## config.mk

```make
export PLATFORM = sky130hd
export DESIGN_NAME = prefix_add_arbiter
export DESIGN_NICKNAME = d
export VERILOG_FILES = /design/src/rtl/prefix_add_arbiter.sv
export SDC_FILE = /design/constraint.sdc
export NUM_CORES = 1
export LEC_CHECK = 0
export CORE_MARGIN = 1.5
export CORE_UTILIZATION = 40
export CTS_CLUSTER_SIZE = 20
export DETAILED_ROUTE_END_ITERATION = 10
export PLACE_DENSITY = 0.88
export REMOVE_ABC_BUFFERS = 1
export SYNTH_ARGS = -nofsm -noshare
export SYNTH_HDL_FRONTEND = slang
export SYNTH_SLANG_ARGS = --single-unit
```

## constraint.sdc

```tcl
create_clock -name clk -period 5.93 [get_ports clk]
set_input_delay 1.4825 -clock clk [delete_from_list [all_inputs] [get_ports clk]]
set_output_delay 1.4825 -clock clk [all_outputs]
set_load 0.01 [all_outputs]
```

## src/rtl/prefix_add_arbiter.sv

```systemverilog
// Round-robin arbiter sharing one external combinational adder among NREQ requesters,
// with a 2-entry tagged response queue. Optional self-check: PREFIX_ADD_ARB_CHECK_EN.
module prefix_add_arbiter #(
    parameter int NREQ  = 4,
    parameter int WIDTH = 8,
    localparam int IDW  = (NREQ > 1) ? $clog2(NREQ) : 1
) (
    input  logic                    clk,
    input  logic                    rst_n,
    input  logic [NREQ-1:0]         req_valid,
    output logic [NREQ-1:0]         req_ready,
    input  logic [NREQ*WIDTH-1:0]   req_a,
    input  logic [NREQ*WIDTH-1:0]   req_b,
    output logic [WIDTH-1:0]        add_a,
    output logic [WIDTH-1:0]        add_b,
    input  logic [WIDTH-1:0]        add_sum,
    input  logic                    add_cout,
    output logic                    rsp_valid,
    input  logic                    rsp_ready,
    output logic [IDW-1:0]          rsp_id,
    output logic [WIDTH-1:0]        rsp_sum,
    output logic                    rsp_cout
`ifdef PREFIX_ADD_ARB_CHECK_EN
    ,
    output logic                    chk_err
`endif
);

    logic [IDW-1:0]   rr_ptr;
    logic [IDW-1:0]   gnt_idx;
    logic             gnt_found;
    logic             grant;
    logic             space;
    logic             pop;

    logic [IDW-1:0]   q_id   [2];
    logic [WIDTH-1:0] q_sum  [2];
    logic             q_cout [2];
    logic             head;
    logic             tail;
    logic [1:0]       count;

    assign rsp_valid = (count != 2'd0);
    assign pop       = rsp_valid && rsp_ready;
    assign space     = (count < 2'd2) || (count == 2'd2 && pop);
    // Grants are suppressed while reset is asserted so nothing is handshaken that cycle.
    assign grant     = space && rst_n && gnt_found;

    always_comb begin
        logic [IDW:0] idx_wide;
        gnt_found = 1'b0;
        gnt_idx   = '0;
        idx_wide  = '0;
        for (int k = 0; k < NREQ; k++) begin
            idx_wide = {1'b0, rr_ptr} + (IDW+1)'(k);
            if (idx_wide >= (IDW+1)'(NREQ)) begin
                idx_wide = idx_wide - (IDW+1)'(NREQ);
            end
            if (!gnt_found && req_valid[idx_wide[IDW-1:0]]) begin
                gnt_found = 1'b1;
                gnt_idx   = idx_wide[IDW-1:0];
            end
        end
    end

    always_comb begin
        req_ready = '0;
        add_a     = '0;
        add_b     = '0;
        if (grant) begin
            req_ready[gnt_idx] = 1'b1;
            add_a              = req_a[int'(gnt_idx)*WIDTH +: WIDTH];
            add_b              = req_b[int'(gnt_idx)*WIDTH +: WIDTH];
        end
    end

    assign rsp_id   = rsp_valid ? q_id[head]   : '0;
    assign rsp_sum  = rsp_valid ? q_sum[head]  : '0;
    assign rsp_cout = rsp_valid ? q_cout[head] : 1'b0;

    // When full with a simultaneous pop, head==tail and the push overwrites the departing entry.
    always_ff @(posedge clk) begin
        if (!rst_n) begin
            rr_ptr <= '0;
            head   <= 1'b0;
            tail   <= 1'b0;
            count  <= 2'd0;
        end else begin
            if (grant) begin
                q_id[tail]   <= gnt_idx;
                q_sum[tail]  <= add_sum;
                q_cout[tail] <= add_cout;
                tail         <= ~tail;
                rr_ptr       <= (gnt_idx == IDW'(NREQ-1)) ? '0 : gnt_idx + IDW'(1);
            end
            if (pop) begin
                head <= ~head;
            end
            case ({grant, pop})
                2'b10:   count <= count + 2'd1;
                2'b01:   count <= count - 2'd1;
                default: count <= count;
            endcase
        end
    end

`ifdef PREFIX_ADD_ARB_CHECK_EN
    logic [WIDTH:0] ref_sum;
    assign ref_sum = {1'b0, add_a} + {1'b0, add_b};

    always_ff @(posedge clk) begin
        if (!rst_n) begin
            chk_err <= 1'b0;
        end else if (grant && ({add_cout, add_sum} != ref_sum)) begin
            chk_err <= 1'b1;
        end
    end
`endif

endmodule

```

# Yosys cells after proc, flatten, opt, wreduce, memory -nomap -nowiden
# Memory sizes are Yosys's and may differ from the RTL's. A register that Yosys moved wholly into a read port is not among the register bits.
# Cells that the tools add are included.
# Widths: inputs -> output; s select.
[totals]
ff_bits = 6
ram_bits = 22
out_inout_bits = 32
elab_cells = 89
n_memories = 3
[memory_table]
columns = ["memory", "words", "word_bits", "read_ports", "rd_ports_with_merged_regs", "write_ports", "line_no", "source"]
rows = [
  ["q_sum", 2, 8, 1, 1, 1, "37", "logic [WIDTH-1:0] q_sum [2];"],
  ["q_id", 2, 2, 1, 1, 1, "36", "logic [IDW-1:0] q_id [2];"],
  ["q_cout", 2, 1, 1, 1, 1, "38", "logic q_cout [2];"],
]
[classes]
add_sub_neg = 10
order_cmp = 11
n_eq_ne = 4
n_shift = 2
n_mux = 39
bitwise = 2
reduce_logical = 14
[op_table]
columns = ["cell", "count"]
rows = [
  ["$shiftx 32x6->8", 2],
  ["$mux 8", 3],
  ["$mux 2", 10],
  ["$mux 1", 19],
  ["$lt 2x3->1 const B", 5],
  ["$sub 2x1->2 const B", 5],
  ["$ge 3x3->1 const B", 3],
  ["$bmux 1 s2", 4],
  ["$logic_and 1x1->1", 8],
  ["$add 2x2->3 const B", 2],
  ["$eq 2x2->1 const B", 3],
  ["$add 2x1->2 const B", 2],
  ["$mux 4", 1],
  ["$pmux 2 s2", 1],
  ["$reduce_bool 2->1", 2],
  ["$add 2x1->3 const B", 1],
  ["$ge 2x3->1 const B", 1],
  ["$logic_not 1->1", 3],
  ["$demux 1 s2", 1],
  ["$eq 2x1->1 const B", 1],
  ["$ge 2x1->1 const B", 1],
  ["$lt 2x2->1 const B", 1],
  ["$not 1->1", 2],
  ["$logic_or 1x1->1", 1],
]

# Depth between registers and ports, before layout
[depth]
ltp_word = 19
depth_mapped = 9

# Worst setup path before layout
# OpenSTA, ideal clock, no wires.
[synth_timing]
kind = "input-to-output"
from = "in req_valid[0]"
to = "out req_ready[0]"
arrival_time_ns = 2.648
setup_slack_ns = 1.799
path_stages = 8
path_buffers = 2
path_cell_list = "a21o_1 -> a21oi_1 -> o22a_1 -> buf_4 -> buf_4 -> inv_1 -> ha_1 -> and2_1"
[synth_between]
elab_chain_len = 17
[synth_lines]
columns = ["element", "line_no", "source"]
rows = [
  ["from (decl)", "10", "input logic [NREQ-1:0] req_valid,"],
  ["$bmux 1 s2", "59", "if (!gnt_found && req_valid[idx_wide[IDW-1:0]]) begin"],
  ["$mux 1 (implied by the code)", "59", ""],
  ["$mux 1", "59", ""],
  ["$logic_not 1->1", "59", ""],
  ["$logic_and 1x1->1", "59", ""],
  ["$mux 1", "59", ""],
  ["$logic_not 1->1", "59", ""],
  ["$logic_and 1x1->1", "59", ""],
  ["[... 2 more ...]", "--", ""],
  ["$logic_and 1x1->1", "59", ""],
  ["$mux 2 *", "59", ""],
  ["net gnt_idx[1]", "30", "logic [IDW-1:0] gnt_idx;"],
  ["$lt 2x3->1 (implied by the code) or $ge 2x1->1 (tied branches)", "71", "req_ready[gnt_idx] = 1'b1;"],
  ["$logic_and 1x1->1 (implied by the code)", "71", ""],
  ["$mux 1 (implied by the code)", "71", ""],
  ["$demux 1 s2 *", "71", ""],
  ["$mux 4 *", "70", "if (grant) begin"],
  ["to (decl)", "11", "output logic [NREQ-1:0] req_ready,"],
]
# The timed path passes the listed nets; every way through them passes the cells marked *. The select of a mux whose other input is x is not followed.

# Worst setup path after layout
[layout_timing]
from = "in req_valid[0]"
to = "out add_b[3]"
[layout_between]
elab_chain_len = 14
[layout_lines]
columns = ["element", "line_no", "source"]
rows = [
  ["$bmux 1 s2", "59", ""],
  ["$mux 1 (implied by the code)", "59", ""],
  ["$mux 1", "59", ""],
  ["$logic_not 1->1", "59", ""],
  ["$logic_and 1x1->1", "59", ""],
  ["$mux 1", "59", ""],
  ["$logic_not 1->1", "59", ""],
  ["$logic_and 1x1->1", "59", ""],
  ["$mux 1", "59", ""],
  ["$logic_not 1->1", "59", ""],
  ["$logic_and 1x1->1", "59", ""],
  ["$mux 2 or $mux 1 (tied branches)", "59", ""],
  ["$shiftx 32x6->8 or $logic_and 1x1->1 (tied branches)", "73, 47", ""],
  ["$mux 8 *", "70", ""],
  ["to (decl)", "15", "output logic [WIDTH-1:0] add_b,"],
]
# Every way passes the cells marked *; elsewhere a longest branch is shown, timed or not. The select of a mux whose other input is x is not followed.

==> impl_metrics.toml <==
[min_path]
hp-class = "register to register"
min_from = "rr_ptr[1]$_SDFFE_PN0P_"

[logic_synthesis]
ys.flop_type = "edfxtp_1"
netlist_area_mm2 = 0.00178
synthDistinctLibCells = 28
synthCells = 160
synth-seq-cells = 29
synth-seq-area-share = 0.450
synth_edf_count = 22
syn_area_per_cell_um2 = 11.1
async_flop_share = 0
ys_warn_count = 0

[layout]
nets = 355
fin_util = 0.696
area_growth_pct = 68.9
fill_cells = 344
antenna_cells = 0
drive_above_1_share = 0.0443
final_cell_mix = "clkdlybuf4s50_1 (111), mux2i_1 (43), edfxtp_1 (22)"
mostFrequentLayoutCell = "clkdlybuf4s50_1"
final_cells = 323

[timing]
finClkSkew_ns = 0.00446
slew_viol_final = 0
finalHoldViolCount = 0
min_period_over_period = 0.877
rsz0062_at_grt = "false"
period_minus_slack_ns = 5.20
worst_slew_pin_slew_ns = 0.960
tns_ns = 0
fmax_ghz = 0.192
setup_violations = 0
maxSlewHeadroom = 0.357

[route]
post_drt_wl_per_cell_um = 14.0
via_count = 1613
vias_per_cell = 4.99
wirelength_um = 4520
drt_iter0_markers = 71
antenna_left = 0
drcViolationCount = 0
dr.pass1.iters = 4

[pwr]
internal-power_w = 0.000680
clkPwrFrac = 0.166
power_switching_w = 0.000339
p_comb_frac = 0.546
pwr-share-seq = 0.288
vdd_drop_max_uv = 151
switching_share = 0.332
power_leakage_nw = 1.16
power.density_mw_per_mm2 = 339

[worst_setup_path]
arrival_ns = 3.72
cp-start-kind = "primary input"
crit_path_frequent_cell = "clkdlybuf4s50_1"
cp_top_family = "buffers and inverters"
crit_path_start = "req_valid[0]"
crit_type = "primary input to output pin"
crit_buf_inv = 3
worstReg2RegStart = "count[0]$_SDFFE_PN0P_"
crit_chain = "clkdlybuf4s50_1, a21o_1, a21oi_1, o22a_2, buf_12, mux2i_1, o22ai_1, clkdlybuf4s50_1"
cp-end-kind = "output pin"
path_max_fanout = 30
crit_slowest_cell = "clkdlybuf4s50_1"
cp.required_ns = 4.45
critPathMaxStageDelay_ns = 0.62

[clock_tree]
clock-sinks = 29
clock_latency_ns = 0.27
tritoncts = "done"
hold_buffers = 0
cts_setup_buffers = 0
clockBufferDepth = 2
path_clk_slew_ns = 0.05
ctsResizeCount = 0
cts_htree_levels = 2
numCtsBuffers = 5
clock_tree.root_cell = "clkbuf_8"

[floorplan]
rows = 24
die_h_um = 69.7
die-area_mm2 = 0.00486
core-area_mm2 = 0.00432
die-width_um = 69.7
start_util = 0.412
pin_count = 112

[flow_run]
max_cap_viol_count = 0

[global_route]
overflow = 0
grt_pass1_vias = 1609
antenna_found_initial = 0
grt_max_degree = 31
grt_usage = 0.192
grt_pass1_wl_um = 7230

[placement]
dpl.cell_count = 315
gp_congestion = 0.777
dp_hpwl_um = 3590
numPortBuffers = 111

[outcome]
outcome = "finished clean"
## tightest hold or removal path, cell delays in order (launching register included)
cell	delay (ns)
dfxtp_1	0.34
nand2_1	0.06
o21ai_0	0.06
## flip-flops by register name, indices dropped and copies added, names as in the netlist, named ones only
| register | flops |
|---|---|
| tail | 1 |
| q_sum | 16 |
| rr_ptr | 2 |
| q_id | 4 |
| head | 1 |
| count | 2 |
| q_cout | 2 |
## kinds of logic (layout without fill, tap and decap cells)
kind of cell	count (synthesis)	after routing	synth area share
buf+inv	17	128	0.0590
mux	43	43	0.242
compound gates	29	29	0.102
flops	29	29	0.450
fa+ha+maj	5	5	0.0351
xor+xnor	3	3	0.0148
simple gates	34	34	0.0977
## power by group through the flow
stage	Sequential, W	Clock (W)	Combinational, W
final	0.000293	0.000169	0.000557
after CTS	0.000294	0.000174	0.000562
after global placement	0.000296	0	0.000551
after floorplan	0.000290	0	0.000300
after global routing	0.000298	0.000183	0.000605
after detailed placement	0.000297	0	0.000559
## path summary, 6_finish.rpt
kind / endpoint / slack (ns) / cells after the start
max: add_b[3] / 0.73 / 8
min: rr_ptr[1]$_SDFFE_PN0P_ / 0.51 / 2
max reg2reg: count[1]$_SDFFE_PN0P_ / 3.80 / 5
min reg2reg: rr_ptr[1]$_SDFFE_PN0P_ / 0.51 / 2
## layer usage
metal	wire length, um	track usage	vias up
li1	-	-	807
met1	1620	0.200	719
met2	2270	0.331	79
met3	533	0.0916	8
met4	95	0.0769	0
met5	0	0	-
## synth_stat cells (all sizes together) (3+ instances only)
master	instances	area, um2
a21oi	4	20.0
nor2	15	56.3
nand2	3	11.3
inv	7	26.3
mux2i	43	430
and2	9	56.3
edfxtp	22	661
buf	9	75.1
dfxtp	7	140
nand2b	3	26.3
o22ai	17	106
ha	5	62.6
o21ai	3	15.0
## stage by stage
stage / instance area [um2] / setup WS [ns] / total power (W) / hold WS, ns
6_report: 3010 / 0.731 / 0.00102 / 0.514
5_1_grt: 3010 / 0.574 / 0.00109 / 0.543
4_1_cts: 3010 / 0.734 / 0.00103 / 0.514
3_5_place_dp: 2910 / 0.739 / 0.000856 / 0.506
3_3_place_gp: 2910 / 0.796 / 0.000847 / 0.490
2_1_floorplan: 1700 / 0.929 / 0.000590 / 0.474
## cell type report
type,count,area (um2),area share
Clock buffer,7,96.3,0.0320
Sequential cell,29,801,0.266
Multi-Input combinational cell,114,876,0.291
Clock inverter,1,5.00,0.00166
Timing Repair Buffer,113,1140,0.379
Inverter,7,26.3,0.00874
Tap cell,52,65.1,0.0216
(Power assumes the default switching activity.)
